File: config.mk
export PLATFORM = sky130hd
export DESIGN_NAME = mux_rr_reg
export DESIGN_NICKNAME = d
export VERILOG_FILES = /design/src/rtl/mux_rr_reg.sv
export SDC_FILE = /design/constraint.sdc
export NUM_CORES = 1
export LEC_CHECK = 0
export ABC_AREA = 1
export BUFFER_PORTS_ARGS = -buffer_cell sky130_fd_sc_hd__buf_2
export CORE_MARGIN = 3
export CORE_UTILIZATION = 25
export CTS_CLUSTER_DIAMETER = 100
export DETAILED_ROUTE_END_ITERATION = 8
export PLACE_DENSITY_LB_ADDON = 0.05
export REMOVE_ABC_BUFFERS = 1
export SYNTH_ARGS = -nofsm -noshare
export SYNTH_HDL_FRONTEND = slang
export SYNTH_SLANG_ARGS = --single-unit
File: constraint.sdc
create_clock -name clk -period 5.35 [get_ports clk]
set_clock_uncertainty 0.1 [all_clocks]
set_input_delay 0.535 -clock clk [delete_from_list [all_inputs] [get_ports clk]]
set_output_delay 0.535 -clock clk [all_outputs]
set_load 0.05 [all_outputs]
File: src/rtl/mux_rr_reg.sv
//==============================================================================
// Module   : mux_rr_reg
// Brief    : N-channel registered valid/ready mux, fixed-select or round-robin.
//            Optional even-parity output enabled by `define MUX_RR_PARITY_EN.
// Revision : 1.0
//==============================================================================
`default_nettype none

module mux_rr_reg #(
   parameter int WIDTH = 8,
   parameter int NCH   = 4,
   parameter int SELW  = 2
) (
   input  logic                  clk,
   input  logic                  rst_n,
   input  logic [NCH*WIDTH-1:0]  in_data,
   input  logic [NCH-1:0]        in_valid,
   output logic [NCH-1:0]        in_ready,
   input  logic                  mode,
   input  logic [SELW-1:0]       sel,
   output logic [WIDTH-1:0]      out_data,
   output logic                  out_valid,
   input  logic                  out_ready,
   output logic [SELW-1:0]       out_ch
`ifdef MUX_RR_PARITY_EN
   ,
   output logic                  out_par
`endif
);

   localparam int NSLOT = 1 << SELW;

   logic [SELW-1:0]  rr_ptr;
   logic [SELW-1:0]  grant;
   logic             grant_vld;
   logic             load_en;
   logic [SELW:0]    cand;
   logic [NSLOT-1:0] valid_pad;
   logic [WIDTH-1:0] ch_data [NSLOT];
   logic [WIDTH-1:0] sel_data;

   // Pad channels up to the full index space so out-of-range indices read as idle.
   for (genvar i = 0; i < NSLOT; i++) begin : g_slot
      if (i < NCH) begin : g_live
         assign ch_data[i]   = in_data[i*WIDTH +: WIDTH];
         assign valid_pad[i] = in_valid[i];
      end else begin : g_pad
         assign ch_data[i]   = '0;
         assign valid_pad[i] = 1'b0;
      end
   end

   assign load_en  = !out_valid || out_ready;
   assign sel_data = ch_data[grant];

   always_comb begin
      grant_vld = 1'b0;
      grant     = '0;
      cand      = '0;
      if (!mode) begin
         if (valid_pad[sel]) begin
            grant_vld = 1'b1;
            grant     = sel;
         end
      end else begin
         for (int k = 0; k < NCH; k++) begin
            cand = {1'b0, rr_ptr} + (SELW+1)'(k);
            if (cand >= (SELW+1)'(NCH)) begin
               cand = cand - (SELW+1)'(NCH);
            end
            if (!grant_vld && valid_pad[cand[SELW-1:0]]) begin
               grant_vld = 1'b1;
               grant     = cand[SELW-1:0];
            end
         end
      end
   end

   always_comb begin
      in_ready = '0;
      if (rst_n && load_en && grant_vld) begin
         in_ready = NCH'(1) << grant;
      end
   end

   always_ff @(posedge clk or negedge rst_n) begin
      if (!rst_n) begin
         out_valid <= 1'b0;
         out_data  <= '0;
         out_ch    <= '0;
         rr_ptr    <= '0;
      end else if (load_en) begin
         out_valid <= grant_vld;
         if (grant_vld) begin
            out_data <= sel_data;
            out_ch   <= grant;
            if (mode) begin
               rr_ptr <= (grant == SELW'(NCH-1)) ? '0 : grant + SELW'(1);
            end
         end
      end
   end

`ifdef MUX_RR_PARITY_EN
   always_ff @(posedge clk or negedge rst_n) begin
      if (!rst_n) begin
         out_par <= 1'b0;
      end else if (load_en && grant_vld) begin
         out_par <= ^sel_data;
      end
   end
`endif

endmodule

`default_nettype wire
==> flow_metrics.py <==
metrics = {
    "placed_design": {
        "port_buffers": 56,
        "gp_congestion": 0.848,
        "place_hpwl_um": 3050,
        "preCtsSetupSlack_ns": 2.14,
    },
    "global_route": {
        "grt_antenna_before_repair": 0,
        "grt_max_degree": 22,
        "grt_pass1_wl_um": 6630,
        "grt.total_usage": 0.129,
        "overflow": 0,
        "grt_pass1_vias": 1543,
    },
    "floorplanning": {
        "core-area_um2": 5170,
        "num_io_pins": 57,
        "fp-row-count": 26,
        "fp.dieW_um": 79.6,
        "die_area_um2": 6340,
        "dieHeight_um": 79.6,
        "initial_core_util": 0.262,
    },
    "layout": {
        "area_growth_pct": 26.2,
        "fillers": 611,
        "fin_nets": 327,
        "drive_gt1_frac": 0.298,
        "diodes": 0,
    },
    "synthesis": {
        "synth_area_leader_cell": "dfrtp_1",
        "netlist_top_cells_area": "dfrtp_1 (24%), nand2_1 (24%), nand3_1 (14%), inv_1 (12%), nand2_2 (5.1%)",
        "ys_ff_latch": 13,
        "ys_seq_area_frac": 0.240,
        "synth-compound-area-share": 0.0416,
        "yosysTopAreaCellShare": 0.240,
        "synth_area_per_cell_um2": 5.92,
        "synthMuxAreaShare": 0,
        "syn_inst": 229,
        "synth.cell_area_um2": 1360,
        "synthSimpleGateAreaFrac": 0.524,
        "synthAdderAreaFrac": 0.0185,
        "synth_top_family_by_area": "simple AND/OR/NAND/NOR gates",
        "synth_xor_area_frac": 0,
        "ys_types": 26,
        "yosys_warnings": 0,
    },
    "clock_network": {
        "post-cts-setup-buffer-count": 0,
        "root_buffer": "clkbuf_8",
        "cts_max_level": 1,
        "cts.sinks": 13,
        "post_cts_resized": 0,
        "clockBufferDepth": 2,
        "clk_latency_ns": 0.24,
        "clk_pin_slew_ns": 0.06,
        "cts_tree": "yes",
        "cts_inserted_buffers": 3,
        "postCtsHoldBufs": 0,
    },
    "setup_path": {
        "rrSetupSlack_ns": 2.71,
        "ff2ff_path_depth": 12,
        "worst_r2r_startpoint": "rr_ptr[0]",
        "worstSetupPathType": "reg2out",
        "critPathArrivalTime_ns": 2.79,
        "crit_required_ns": 4.72,
        "endpoint_kind": "output port",
        "rr_endpoint": "rr_ptr[1]",
        "setup.worst_path.start_class": "register",
        "cp_max_fo": 12,
    },
    "timing": {
        "report.final.hold_viol_count": 0,
        "slew_headroom": 0.637,
        "tightest_slew_ns": 0.545,
        "tns_ns": 0,
        "post-route-period-util": 0.640,
        "setup_violations": 0,
        "rsz0062_at_grt": "no",
        "fmax_ghz": 0.292,
        "whs_ns": 0.0873,
        "fin_crit_ns": 3.42,
        "fin_ws_ns": 1.93,
        "report.final.slew_viol_count": 0,
    },
    "outcome": {
        "outcome": "completed",
    },
    "route": {
        "drt_iter0_drc": 63,
        "drc": 0,
        "ant_nets": 0,
        "drt_wl_total_um": 3750,
        "dr.pass1.iters": 4,
        "dr_total_vias": 1498,
        "wl_per_cell_um": 10.7,
        "viasPerCell": 4.26,
    },
    "power": {
        "power.density_nw_per_um2": 562,
        "vdd_drop_max_mv": 0.242,
        "power.leakage_nw": 1.08,
    },
    "run": {
        "max_cap_viol_count": 0,
    },
    "worst_hold_path": {
        "hp-class": "in2async",
    },
}
## worst max path at each step
stage                 from           to  slack (ns)
4_1_cts          rr_ptr[0]  in_ready[3]        1.88
3_3_place_gp   in_valid[1]  in_ready[3]        2.16
3_5_place_dp   in_valid[1]  in_ready[3]        2.14
5_1_grt          rr_ptr[0]  in_ready[3]        1.59
6_report         rr_ptr[0]  in_ready[3]        1.93
2_1_floorplan    rr_ptr[0]  in_ready[2]        1.76
## cell families after synthesis
group,count (synthesis)
AND/OR/NAND/NOR,149
buffers and inverters,55
adder cells (fa/ha/maj),2
AO/OA/AOI/OAI,10
flip-flops,13
## area by class of cell
| class | count | area (µm²) | share of cell area |
|---|---|---|---|
| inverters | 48 | 180 | 0.105 |
| well taps | 70 | 87.6 | 0.0512 |
| clock buffers | 4 | 45.0 | 0.0263 |
| multi-input cells | 161 | 792 | 0.463 |
| flip-flops and latches | 13 | 325 | 0.190 |
| repair buffers | 56 | 280 | 0.164 |
## Yosys cell counts, drive strengths merged
cell	number
inv	48
nand2	97
a21oi	1
o211ai	1
ha	2
nand3	42
buf	6
clkbuf	1
o21ai	8
nor2	4
nand3b	2
nor3	1
dfrtp	13
nor3b	1
nor4	2
## sequential cells by signal, indices dropped and copies added, names as in the netlist
name and count:
out_ch 2, out_valid 1, out_data 8, rr_ptr 2
## stage by stage
step	utilization	instance area [µm²]	total power, mW	std cells
2_1_floorplan	-	1300	0.723	222
3_3_place_gp	0.322	1670	0.890	348
3_5_place_dp	0.322	1670	0.883	348
4_1_cts	0.331	1710	0.979	352
5_1_grt	0.331	1710	1.07	352
6_report	0.331	1710	0.960	352
## cells in the final DEF (no fill, tap or decap)
cell and n:
nand2_1 85, buf_2 56, inv_1 43, nand3_1 37, dfrtp_1 13, nand2_2 11, inv_2 5, nand3_2 4
o21ai_0 4, o21ai_1 3, nor2_1 3, clkbuf_8 3, nand3b_1 2, ha_1 2, nor2_4 1, o211ai_1 1
o21ai_2 1, nor3b_1 1, a21oi_1 1, nand3_4 1, nand2_4 1, nor4_1 1, nor4_2 1, nor3_1 1
clkbuf_1 1
## metal layers
layer	global-route usage	share of wire
met1	0.148	0.44
met2	0.252	0.52
met3	0.0271	0.043
met4	0.0103	0
met5	0	0
## power breakdown
group          internal (mW)  switching (mW)  leakage, nW
Combinational          0.195           0.491        0.896
Clock                 0.0526          0.0367       0.0228
Sequential             0.146          0.0401        0.159
## critical path: stages, from the launching register on
cell	delay, ns
dfrtp_1	0.57
inv_2	0.16
nand2_1	0.13
nand3_1	0.07
nand2_1	0.11
inv_1	0.08
nand3b_1	0.09
nand2_1	0.06
o21ai_2	0.44
inv_2	0.23
ha_1	0.25
inv_1	0.07
nor3_1	0.05
buf_2	0.22
No activity file was read; power rests on OpenSTA's default activity.
